$ cat src/rtl/div_pkg.sv
// Shared types and constants for the sequential signed divider.
// Holds the FSM state encoding, datapath widths and special-case results.
package div_pkg;

  typedef enum logic [1:0] {
    IDLE = 2'd0,
    ITER = 2'd1,
    CORR = 2'd2,
    FIN  = 2'd3
  } state_t;

  localparam int N          = 8;
  localparam int RW         = 10;
  localparam int ITER_COUNT = 8;

  localparam logic [N-1:0] QUO_DIV0 = 8'hFF;
  localparam logic [N-1:0] QUO_OVF  = 8'h80;

  // Unsigned magnitude of a two's-complement operand; -128 maps to 128.
  function automatic logic [N-1:0] mag(input logic [N-1:0] v);
    return v[N-1] ? (~v + 1'b1) : v;
  endfunction

endpackage

$ cat src/rtl/div_addsub.sv
// Combinational add/subtract used by both the iteration and the final
// remainder correction: y = a + b when sub = 0, y = a - b when sub = 1.
module div_addsub
  import div_pkg::*;
(
  input  logic [RW-1:0] a,
  input  logic [RW-1:0] b,
  input  logic          sub,
  output logic [RW-1:0] y
);

  logic [RW-1:0] b_eff;

  genvar gi;
  generate
    for (gi = 0; gi < RW; gi++) begin : g_inv
      assign b_eff[gi] = b[gi] ^ sub;
    end
  endgenerate

  assign y = a + b_eff + {{(RW-1){1'b0}}, sub};

endmodule

$ cat src/rtl/booth_divider.sv
// Signed 8-bit truncating divider: radix-2 non-restoring iterations on
// operand magnitudes, one final remainder correction, then sign fix-up.
module booth_divider
  import div_pkg::*;
(
  input  logic         CLK,
  input  logic         RST,
  input  logic         START,
  input  logic [N-1:0] DIVIDEND,
  input  logic [N-1:0] DIVISOR,
  output logic [N-1:0] QUOTIENT,
  output logic [N-1:0] REMAINDER,
  output logic         BUSY,
  output logic         DONE,
  output logic         DIV0,
  output logic         OVF
);

  state_t        state_reg, state_next;
  logic [RW-1:0] r_reg;
  logic [N-1:0]  q_reg;
  logic [N-1:0]  d_reg;
  logic [3:0]    count_reg;
  logic          sign_a_reg, sign_b_reg, ovf_pend_reg;
  logic [N-1:0]  quotient_reg, remainder_reg;
  logic          div0_reg, ovf_reg;

  logic [RW-1:0] r_shift, as_a, as_y, r_fix;
  logic          as_sub;
  logic [N-1:0]  q_step, quo_fin, rem_fin;
  logic          divisor_zero;

  assign divisor_zero = (DIVISOR == '0);

  // One adder serves both states: shifted step in ITER, +D repair in CORR.
  assign r_shift = {r_reg[RW-2:0], q_reg[N-1]};
  assign as_a    = (state_reg == CORR) ? r_reg : r_shift;
  assign as_sub  = (state_reg == CORR) ? 1'b0 : ~r_reg[RW-1];

  div_addsub u_addsub (
    .a   (as_a),
    .b   ({{(RW-N){1'b0}}, d_reg}),
    .sub (as_sub),
    .y   (as_y)
  );

  assign q_step  = {q_reg[N-2:0], ~as_y[RW-1]};
  assign r_fix   = r_reg[RW-1] ? as_y : r_reg;
  assign quo_fin = (sign_a_reg ^ sign_b_reg) ? (~q_reg + 1'b1) : q_reg;
  assign rem_fin = sign_a_reg ? (~r_fix[N-1:0] + 1'b1) : r_fix[N-1:0];

  always_ff @(posedge CLK) begin
    if (RST) state_reg <= IDLE;
    else     state_reg <= state_next;
  end

  always_comb begin
    state_next = state_reg;
    case (state_reg)
      IDLE: if (START) state_next = divisor_zero ? FIN : ITER;
      ITER: if (count_reg == 4'd1) state_next = CORR;
      CORR: state_next = FIN;
      FIN:  state_next = IDLE;
      default: state_next = IDLE;
    endcase
  end

  always_comb begin
    BUSY = (state_reg == ITER) || (state_reg == CORR);
    DONE = (state_reg == FIN);
  end

  always_ff @(posedge CLK) begin
    if (RST) begin
      r_reg         <= '0;
      q_reg         <= '0;
      d_reg         <= '0;
      count_reg     <= '0;
      sign_a_reg    <= 1'b0;
      sign_b_reg    <= 1'b0;
      ovf_pend_reg  <= 1'b0;
      quotient_reg  <= '0;
      remainder_reg <= '0;
      div0_reg      <= 1'b0;
      ovf_reg       <= 1'b0;
    end else begin
      case (state_reg)
        IDLE: if (START) begin
          sign_a_reg   <= DIVIDEND[N-1];
          sign_b_reg   <= DIVISOR[N-1];
          r_reg        <= '0;
          q_reg        <= mag(DIVIDEND);
          d_reg        <= mag(DIVISOR);
          count_reg    <= 4'(ITER_COUNT);
          ovf_pend_reg <= (DIVIDEND == 8'h80) && (DIVISOR == 8'hFF);
          div0_reg     <= divisor_zero;
          ovf_reg      <= 1'b0;
          if (divisor_zero) begin
            quotient_reg  <= QUO_DIV0;
            remainder_reg <= DIVIDEND;
          end
        end
        ITER: begin
          r_reg     <= as_y;
          q_reg     <= q_step;
          count_reg <= count_reg - 4'd1;
        end
        CORR: begin
          r_reg <= r_fix;
          if (ovf_pend_reg) begin
            quotient_reg  <= QUO_OVF;
            remainder_reg <= '0;
            ovf_reg       <= 1'b1;
          end else begin
            quotient_reg  <= quo_fin;
            remainder_reg <= rem_fin;
          end
        end
        default: ;
      endcase
    end
  end

  assign QUOTIENT  = quotient_reg;
  assign REMAINDER = remainder_reg;
  assign DIV0      = div0_reg;
  assign OVF       = ovf_reg;

endmodule

$ cat config.mk
export PLATFORM = sky130hd
export DESIGN_NAME = booth_divider
export DESIGN_NICKNAME = d
export VERILOG_FILES = /design/src/rtl/div_pkg.sv /design/src/rtl/div_addsub.sv /design/src/rtl/booth_divider.sv
export SDC_FILE = /design/constraint.sdc
export NUM_CORES = 1
export LEC_CHECK = 0
export CORE_ASPECT_RATIO = 1.25
export CORE_MARGIN = 8
export CORE_UTILIZATION = 44
export CTS_CLUSTER_SIZE = 30
export DETAILED_ROUTE_END_ITERATION = 8
export HOLD_SLACK_MARGIN = 0.03
export PLACE_DENSITY = 0.7
export SETUP_SLACK_MARGIN = 0.02
export SLEW_MARGIN = 20
export SYNTH_ARGS = -nofsm -noshare
export SYNTH_HDL_FRONTEND = slang
export SYNTH_HIERARCHICAL = 1
export SYNTH_SLANG_ARGS = --single-unit
$ cat constraint.sdc
create_clock -name CLK -period 9.35 [get_ports CLK]
set_input_delay 1.4025 -clock CLK [delete_from_list [all_inputs] [get_ports CLK]]
set_output_delay 1.4025 -clock CLK [all_outputs]
set_load 0.1 [all_outputs]
# After elaboration in Yosys (flattened, before gate mapping)
# Cells that the tools add are included.
[op_classes]
n_reduce_logical = 14
add_sub_neg = 7
muxes = 28
eq_ne = 11
bitwise = 15
[op_table]
columns = ["op", "n"]
rows = [
  ["$mux W8", 11],
  ["$pmux W8 S2", 3],
  ["$add A8 B1 Y8 const B", 4],
  ["$not A8 Y8", 4],
  ["$mux W10", 3],
  ["$pmux W10 S3", 1],
  ["$eq A8 B8 Y1 const B", 2],
  ["$add A10 B1 Y10", 1],
  ["$add A10 B10 Y10", 1],
  ["$ne A2 B2 Y1 const B", 5],
  ["$reduce_and A3 Y1", 3],
  ["$xor A1 B1 Y1", 9],
  ["$logic_not A8 Y1", 1],
  ["$pmux W2 S4", 1],
  ["$pmux W4 S2", 1],
  ["$reduce_and A2 Y1", 4],
  ["$mux W2", 3],
  ["$eq A2 B2 Y1 const B", 2],
  ["$eq A4 B1 Y1 const B", 1],
  ["$mux W4", 1],
  ["$reduce_bool A2 Y1", 2],
  ["$sub A4 B1 Y4 const B", 1],
  ["$mux W1", 3],
  ["$reduce_bool A3 Y1", 1],
  ["6 further kinds", 7],
]
[word_totals]
in_bits = 19
reg_bits = 53

# Depth between registers and ports, before layout
# Gate-level depths: netlist of run 1.
[depth]
depth_word = 11
mapped_depth = 18

# Hierarchy
# The synthesis of run 1 kept the hierarchy.
[modules_own_cells]
columns = ["mod", "cells_per_inst", "area_per_inst_um2", "n_inst"]
rows = [
  ["booth_divider", 404, 3213.1, 1],
  ["div_addsub", 61, 466.7, 1],
]

# Least setup slack after synthesis of run 1
# Ideal clock, no wire load.
[synth_path]
path_kind = "flip-flop to flip-flop"
from = "reg state_reg[0]"
to = "reg remainder_reg[7] (netlist: REMAINDER[7])"
required_time_ps = 9259
synth_period_minus_slack_ps = 3370
stages_incl_launch_ff = 17
arrival_ps = 3279
slack_ps = 5980
path_buffers = 2
path_cell_list = "dfxtp_1 inv_1 ha_1 clkbuf_1 nor2_1 buf_6 xor2_1 ha_1 nand2_1 o21a_1 o21ai_0 xnor2_1 nor4b_1 o221ai_1 a21oi_1 o21ai_0 a311oi_1"
[synth_via]
elab_chain_cells = 11
word_cells_on_any_way = 24
[synth_lines]
columns = ["item", "line", "rtl"]
rows = [
  ["from (decl)", "booth_divider.sv:19", "state_t state_reg, state_next;"],
  ["from (signal assigned)", "booth_divider.sv:54", "else state_reg <= state_next;"],
  ["$eq A2 B2 Y1 *", "booth_divider.sv:38", "assign as_sub = (state_reg == CORR) ? 1'b0 : ~r_reg[RW-1];"],
  ["$mux W1 *", "booth_divider.sv:38", ""],
  ["net as_sub", "booth_divider.sv:29", "logic as_sub;"],
  ["$xor A1 B1 Y1", "div_addsub.sv:17", "assign b_eff[gi] = b[gi] ^ sub;"],
  ["$add A10 B10 Y10", "div_addsub.sv:21", "assign y = a + b_eff + {{(RW-1){1'b0}}, sub};"],
  ["$add A10 B1 Y10 *", "div_addsub.sv:21", ""],
  ["net as_y[5]", "booth_divider.sv:28", "logic [RW-1:0] r_shift, as_a, as_y, r_fix;"],
  ["$mux W10 *", "booth_divider.sv:48", "assign r_fix = r_reg[RW-1] ? as_y : r_reg;"],
  ["$not A8 Y8 *", "booth_divider.sv:50", "assign rem_fin = sign_a_reg ? (~r_fix[N-1:0] + 1'b1) : r_fix[N-1:0];"],
  ["$add A8 B1 Y8 *", "booth_divider.sv:50", ""],
  ["$mux W8 *", "booth_divider.sv:50", ""],
  ["$mux W8 *", "booth_divider.sv:110", "if (ovf_pend_reg) begin"],
  ["$pmux W8 S2 *", "booth_divider.sv:87", "case (state_reg)"],
  ["to (signal assigned)", "booth_divider.sv:116", "remainder_reg <= rem_fin;"],
  ["to (decl)", "booth_divider.sv:25", "logic [N-1:0] quotient_reg, remainder_reg;"],
]
# The timed path passes the listed nets; every way through them passes the cells marked *. The select of a mux whose other input is x is not followed.
# A chain may end at the register's enable or synchronous reset.

# Final worst setup path of run 1
# Same ends and word-level chain as after synthesis.

==> results.tsv, run 1 <==
metric	value	unit
drt_first_pass_iters	4	
die_area	0.0116	mm2
synth_warnings	6	
drtIter0Drc	164	
grtUsageTotal	15.5	%
busiest_layer	met2	
ctsResizeCount	0	
relSlewSlack	28.1	%
cts_num_sinks	53	
dp_hpwl	6790	um
ctsHoldBuffers	0	
switching_share	53.6	%
cp_max_fo	24	
power_density	317	mW/mm2
critPathRequiredTime	9.51	ns
initial_core_util	44.9	%
drtAntennaViolNets	0	
routabilityCongestion	0.844	
cts_tree	yes	
std_cell_rows	37	
crit_arrival	4.33	ns
criticalPathCategory	reg2reg	
synthArstFlopShare	0	%
p_int	0.614	mW
cts_setup_buffers	0	
cts_max_path_buffers	2	
synth_ff_type	dfxtp_1	
clock_latency	0.32	ns
crit_path_frequent_cell	inv_1	
wl	9070	um
finalNetCount	526	
worst_hold_path_type	reg2reg	
dieHeight	118	um
start_kind	flop	
area_growth	13.3	%
min_period_over_period	44.6	%
use_met2	25.5	%
seqPwrFrac	24.5	%
antenna_found_initial	0	
io_buffers	38	
clkPwrFrac	10.9	%
root_buffer	clkbuf_8	
drc_errors	0	
cp_cell_sequence	inv_1 > ha_1 > buf_4 > nor2_1 > xor2_1 > inv_1 > fa_1 > inv_1 > a21oi_1 > o21ai_0 > a21oi_1 > xnor2_1 > mux2i_1 > o221ai_1 > and3_1 > o21ai_0 > a311oi_1	
total_leakage_power	1.56	nW
grt_max_degree	54	
grtUsageMet3	2.64	%
p_switching	0.709	mW
grt_pass1_wl	15200	um
met1_usage	19.6	%
crit_path_top_delay_cell	nor2_1	
max_freq	0.240	GHz
p_comb_share	64.6	%
hold_violations	0	
cts.htree.levels	2	
tns	0	ns
seq_area_frac_synth	28.8	%
r2r_cells	17	
via_per_inst	5.73	
crit_buf_inv	4	
clk_pin_slew	0.11	ns
drv_slew	0	
diodes	0	
vias	3351	
dp.cells	577	
grt_remaining_overflow	0	
cap_violations	0	
crit_cells	17	
worst_pin_slew	1.08	ns
ys_types	54	
outcome	finished, final reports clean	
clock_skew	0.0121	ns
grt_pass1_vias	3196	
wl_per_cell	15.5	um
rsz0062_at_grt	no	
io_pins	39	
cpPeakStageDelay	0.72	ns
avgSynthCellArea	7.91	um2
ir_worst_vdd	199	uV
cp_top_family	simple AND/OR/NAND/NOR gates	
die_w	97.8	um
synth_area	0.00368	mm2
ys_ff_latch	53	
final_cell_count_no_fill	585	
finalSetupViolCount	0	
endpoint_kind	flop	
cts_buffers	5	
period_minus_slack	4.17	ns
core_area	0.00819	mm2
min_path_cells	2	
drive_above_1_share	6.56	%
syn_inst	465	
synth_edf_count	0	
largest_reg_flops	10	
==> layout by cell type, fill, tap and decap left out, types with 3 or more instances in the layout <==
cell	count
nor2_1	57
a211oi_1	14
clkdlybuf4s50_1	37
ha_1	19
nand2b_1	6
dfxtp_1	53
mux2_2	12
nor2b_1	3
xor2_1	15
o21a_1	8
a21o_1	4
nor4_1	6
a31oi_1	5
o211ai_1	3
mux2i_1	14
a21oi_1	39
nor3_1	15
o21ai_0	22
a22oi_1	12
nand2_1	41
nand4_1	3
clkbuf_8	5
o31ai_1	3
inv_1	27
xnor2_1	22
nand3_1	5
==> routing by layer <==
layer / vias up / wire [um]
met5: - / 0
met4: 0 / 173
met3: 13 / 356
met2: 84 / 4270
met1: 1577 / 4270
li1: 1677 / -
==> worst paths after layout <==
path              slack [ns]          from            to
setup / recovery        5.18  state_reg[0]  REMAINDER[7]
hold / removal          0.47          DIV0          DIV0
setup reg to reg        5.18  state_reg[0]  REMAINDER[7]
hold reg to reg         0.47          DIV0          DIV0
==> Yosys cell counts (all sizes together), types with 12 or more instances <==
library cell	n	area, um2
inv	27	101
nor3	15	75.1
dfxtp	53	1060
o21ai	22	110
xor2	15	131
mux2	12	135
mux2i	15	154
nand2	41	154
xnor2	22	193
ha	19	238
a22oi	12	90.1
clkbuf	15	56.3
a211oi	16	130
a21oi	39	195
nor2	58	220
==> cells by family after synthesis <==
logic type | count (synthesis) | share of synthesized area, %
AOI/OAI and AO/OA | 125 | 22.3
xor gates and xnor gates | 37 | 8.81
adders and majority gates | 20 | 7.00
buffers and inverters | 52 | 6.02
DFF | 53 | 28.8
muxes | 27 | 7.85
other | 1 | 0.102
and+or+nand+nor | 150 | 19.0
==> tightest hold or removal path: cells and delay by family (launching register included) <==
kind / cells / cell delay (ns)
flip-flops: 1 / 0.33
AND/OR/NAND/NOR: 1 / 0.05
AO/OA/AOI/OAI: 1 / 0.05
==> layout make-up <==
class | count | area (um2)
Multi-Input combinational cell | 361 | 2400
Timing Repair Buffer | 39 | 383
Inverter | 27 | 101
Sequential cell | 53 | 1060
Fill cell | 804 | 4020
Tap cell | 97 | 121
Clock inverter | 3 | 33.8
Clock buffer | 5 | 68.8
==> through the flow <==
stage | cell area (um2) | total power [mW] | hold WS (ns) | util [%] | setup slack (ns)
final | 4170 | 1.32 | 0.471 | 50.9 | 5.18
after global routing | 4170 | 1.41 | 0.515 | 50.9 | 4.65
after CTS | 4170 | 1.32 | 0.471 | 50.9 | 5.18
after detailed placement | 4070 | 1.18 | 0.453 | 49.6 | 5.22
after global placement | 4070 | 1.17 | 0.449 | 49.6 | 5.37
after floorplan | 3680 | 1.01 | 0.441 | - | 5.98
==> power by group through the flow <==
| stage | logic [mW] | registers (mW) | clock network, mW |
|---|---|---|---|
| 2_1_floorplan | 0.533 | 0.475 | 0 |
| 6_report | 0.854 | 0.324 | 0.145 |
| 4_1_cts | 0.850 | 0.325 | 0.150 |
| 3_3_place_gp | 0.839 | 0.327 | 0 |
| 3_5_place_dp | 0.846 | 0.330 | 0 |
| 5_1_grt | 0.927 | 0.332 | 0.156 |
Power figures use the tool's default switching activity.
==> run 2: changes to the inputs <==
Clock period 9.35 ns to 4 ns, I/O delays scaled along.
==> run 2 against run 1 <==
Utilization is 0.49 points higher. Critical path type unchanged. Register-to-register slack worse by 4.8 ns. Clock-buffer cell count is 2 higher.
==> results.tsv, run 2 (same netlist as run 1, synthesis figures left out) <==
metric	value	unit
finalNetCount	531	
die_area	0.0116	mm2
busiest_layer	met2	
met1_usage	20.3	%
cp_top_family	compound AO/OA/AOI/OAI gates	
cts_max_path_buffers	2	
min_period_over_period	90.4	%
start_kind	flop	
period_minus_slack	3.62	ns
largest_reg_flops	10	
crit_path_top_delay_cell	mux2_2	
routabilityCongestion	0.931	
cp-startpoint	state_reg[0]	
total_leakage_power	1.59	nW
cts_tree	yes	
ir_worst_vdd	416	uV
clock_latency	0.31	ns
mostFrequentLayoutCell	nor2_1	
cp_cell_sequence	inv_1 > ha_1 > buf_4 > mux2_2 > mux2i_2 > fa_1 > inv_1 > a21oi_1 > o21ai_0 > a21oi_1 > xnor2_1 > mux2i_1 > o221ai_1 > and3_1 > o21ai_0 > a311oi_1	
cp_max_fo	15	
crit_arrival	3.77	ns
wl_per_cell	15.6	um
criticalPathCategory	reg2reg	
relSlewSlack	32.4	%
via_per_inst	5.72	
cts_buffers	5	
core_area	0.00819	mm2
critPathRequiredTime	4.15	ns
drtAntennaViolNets	0	
drt_first_pass_iters	5	
dp_hpwl	6940	um
clk_pin_slew	0.10	ns
tns	0	ns
dieHeight	118	um
ctsHoldBuffers	0	
endpoint_kind	flop	
die_w	97.8	um
use_met2	26.8	%
drive_above_1_share	7.51	%
drtIter0Drc	226	
drv_slew	0	
io_buffers	38	
area_growth	14.4	%
wl	9200	um
grtUsageMet3	2.94	%
cpPeakStageDelay	0.39	ns
grtUsageTotal	16.0	%
max_freq	0.277	GHz
diodes	0	
antenna_found_initial	0	
rsz0062_at_grt	no	
initial_core_util	44.9	%
hp-start	DIV0	
cap_violations	0	
power_density	743	mW/mm2
worst_hold_path_type	reg2reg	
final_core_util	51.4	%
clock_skew	0.00609	ns
finalSetupViolCount	0	
outcome	finished, final reports clean	
cts.htree.levels	2	
grt_pass1_wl	15600	um
hold_violations	0	
drc_errors	0	
cts_setup_buffers	0	
grt_remaining_overflow	0	
io_pins	39	
fillers	805	
std_cell_rows	37	
grt_max_degree	54	
ctsResizeCount	0	
crit_buf_inv	3	
final_cell_mix	nor2_1, dfxtp_1, nand2_1, a21oi_1, clkdlybuf4s50_1	
cts_num_sinks	53	
root_buffer	clkbuf_8	
grt_pass1_vias	3213	
worst_pin_slew	1.01	ns
timing.rr.start	state_reg[0]	
vias	3373	
==> run 2: cell count changes in the layout (fill, tap and decap cells not counted), sizes merged <==
| cell | before | now |
|---|---|---|
| buf | 2 | 7 |
| clkinv | 3 | 0 |
| clkbuf | 5 | 7 |
| inv | 27 | 28 |
==> run 2: layer usage <==
| metal | routed length [um] | vias to the layer above |
|---|---|---|
| met5 | 0 | - |
| met1 | 4150 | 1585 |
| li1 | - | 1685 |
| met2 | 4490 | 91 |
| met3 | 422 | 12 |
| met4 | 131 | 0 |
==> run 2: cell type report <==
type	count	area [um2]	area share [%]
Multi-Input combinational cell	361	2400	57.0
Sequential cell	53	1060	25.2
Timing Repair Buffer	44	420	9.99
Tap cell	97	121	2.88
Inverter	27	101	2.41
Clock buffer	7	96.3	2.29
Clock inverter	1	8.76	0.208
==> run 2: metrics by stage <==
step / hold slack [ns] / power [mW] / instance area, um2 / setup slack [ns] / instances
floorplan: 0.441 / 2.36 / 3680 / 0.630 / 466
global placement: 0.456 / 2.75 / 4110 / 0.525 / 582
detailed placement: 0.456 / 2.78 / 4110 / 0.439 / 582
CTS: 0.479 / 3.13 / 4210 / 0.407 / 590
global route: 0.489 / 3.35 / 4210 / 0.0399 / 590
finish: 0.477 / 3.13 / 4210 / 0.384 / 590
==> run 2: final timing paths <==
kind | end | slack (ns) | cells past startpoint
min reg2reg | DIV0 | 0.48 | 2
max | REMAINDER[7] | 0.38 | 16
min | DIV0 | 0.48 | 2
max reg2reg | REMAINDER[7] | 0.38 | 16
==> run 2: power by group <==
part / leakage, nW / total (mW) / internal, mW / switching, mW
registers: 0.433 / 0.757 / 0.649 / 0.107
clock network: 0.0549 / 0.348 / 0.160 / 0.187
logic: 1.10 / 2.02 / 0.673 / 1.35
==> run 2: tightest hold or removal path, stage by stage, from the launching register on <==
cell     delay, ns
dfxtp_1       0.33
nand2_1       0.05
a21oi_1       0.06
==> run 3: changes to the inputs <==
Settings changed: GPL_ROUTABILITY_DRIVEN from default to 0.
==> run 3 against run 2 <==
Routed wire length rose by 1.1%. Sequential power barely moved. Register-to-register slack got worse by 0.02 ns. Clock-buffer cell count fell by 2. Hold slack got worse by 0.00056 ns. Clock skew rose by 0.0036 ns. Power rose by 1.8%. Cell count rose by 0.17%. Critical path depth did not move. Via count fell by 1.2%. Final area rose by 0.51%. Largest power group unchanged.
==> results.tsv, run 3 (same netlist as run 1, synthesis figures left out) <==
metric	value	unit
outcome	finished, final reports clean	
rsz0062_at_grt	no	
ir_worst_vdd	409	uV
p_int	1.51	mW
drtAntennaViolNets	0	
dp_hpwl	7000	um
die_area	0.0116	mm2
final_core_util	51.6	%
final_cell_count_no_fill	591	
core_area	0.00819	mm2
timing.rr.start	state_reg[0]	
criticalPathCategory	reg2reg	
hp-start	d_reg[7]	
cts_buffers	5	
seqPwrFrac	23.8	%
min_period_over_period	91.0	%
wl	9300	um
ctsHoldBuffers	0	
vias	3333	
die_w	97.8	um
totalPowerFinal	3.18	mW
grt_remaining_overflow	0	
drtIter0Drc	170	
final_cell_mix	nor2_1, dfxtp_1, nand2_1, a21oi_1, clkdlybuf4s50_1	
endpoint_kind	flop	
period_minus_slack	3.64	ns
io_buffers	38	
power_density	752	mW/mm2
start_kind	flop	
drive_above_1_share	7.89	%
grt_pass1_wl	15700	um
cts_max_path_buffers	2	
cap_violations	0	
cp-startpoint	state_reg[0]	
clock_skew	0.00969	ns
initial_core_util	44.9	%
cp_cell_sequence	inv_1 > ha_1 > buf_4 > mux2_2 > mux2i_2 > fa_1 > inv_1 > a21oi_1 > inv_1 > a21oi_1 > xnor2_1 > nor4b_2 > o221ai_1 > a21oi_1 > o21ai_0 > a311oi_1	
total_leakage_power	1.60	nW
finalNetCount	532	
std_cell_rows	37	
largest_reg_flops	10	
io_pins	39	
cts.htree.levels	2	
via_per_inst	5.64	
crit_path_top_delay_cell	mux2_2	
dp.cells	583	
clock_latency	0.31	ns
grt_max_degree	54	
area_growth	15.0	%
grtUsageTotal	16.0	%
critPathRequiredTime	4.22	ns
cts_tree	yes	
max_freq	0.275	GHz
dieHeight	118	um
diodes	0	
cp_top_family	compound AO/OA/AOI/OAI gates	
crit_arrival	3.86	ns
drv_slew	0	
wl_per_cell	15.7	um
worst_pin_slew	1.02	ns
cts_num_sinks	53	
relSlewSlack	31.9	%
p_switching	1.67	mW
cp_max_fo	15	
worst_hold_path_type	reg2reg	
cpPeakStageDelay	0.39	ns
crit_buf_inv	4	
switching_share	52.4	%
p_comb_share	64.3	%
tns	0	ns
drc_errors	0	
grt_pass1_vias	3256	
root_buffer	clkbuf_8	
mostFrequentLayoutCell	nor2_1	
clk_pin_slew	0.11	ns
finalSetupViolCount	0	
antenna_found_initial	0	
clkPwrFrac	12.0	%
hold_violations	0	
drt_first_pass_iters	5	
run 3: changes by cell type in the layout (fill, tap and decap cells not counted):
cell | before | now
clkinv_2 | 0 | 1
buf_4 | 6 | 7
clkbuf_8 | 7 | 5
bufinv_16 | 0 | 1
nor4b_2 | 0 | 1
nor4b_1 | 2 | 1
run 3: stage by stage:
| stage | hold WS [ns] | setup WS [ns] | cell area, um2 |
|---|---|---|---|
| global placement | 0.456 | 0.562 | 4110 |
| detailed placement | 0.459 | 0.309 | 4110 |
| CTS | 0.477 | 0.281 | 4230 |
| finish | 0.477 | 0.360 | 4230 |
| global route | 0.496 | 0.0666 | 4230 |
| floorplan | 0.441 | 0.630 | 3680 |
run 3: cell type report:
type	instances	area [um2]
timing repair buffer	45	428
inverter	27	101
multi-input combinational	361	2410
clock buffer	5	68.8
sequential	53	1060
fill	804	3960
tap	97	121
clock inverter	3	43.8
run 3: power by group through the flow:
stage               clock network, mW  registers [mW]  logic [mW]
detailed placement                  0           0.769        2.02
global route                    0.401           0.776        2.22
floorplan                           0            1.11        1.25
finish                          0.380           0.757        2.05
global placement                    0           0.763        1.98
CTS                             0.388           0.757        2.02
run 3: repair_timing:
action,CTS,global route
gates resized for setup,0,1
buffers inserted,0,0
endpoints found under the setup margin,0,2
run 3: final timing paths:
kind,slack (ns),cells past startpoint,end
max reg2reg,0.36,16,REMAINDER[7]
max,0.36,16,REMAINDER[7]
min,0.48,2,d_reg[7]
min reg2reg,0.48,2,d_reg[7]
run 3: metal layers:
layer / wire (um) / vias to the layer above / track usage (%)
met2: 4580 / 76 / 27.3
met4: 94 / 0 / 4.30
met5: 0 / - / 0
met3: 392 / 6 / 2.58
met1: 4230 / 1560 / 20.2
li1: - / 1691 / -
run 3: worst min-delay path: stages (launching register included):
cell,delay [ns]
dfxtp_1,0.33
nand2_1,0.06
a21oi_1,0.05
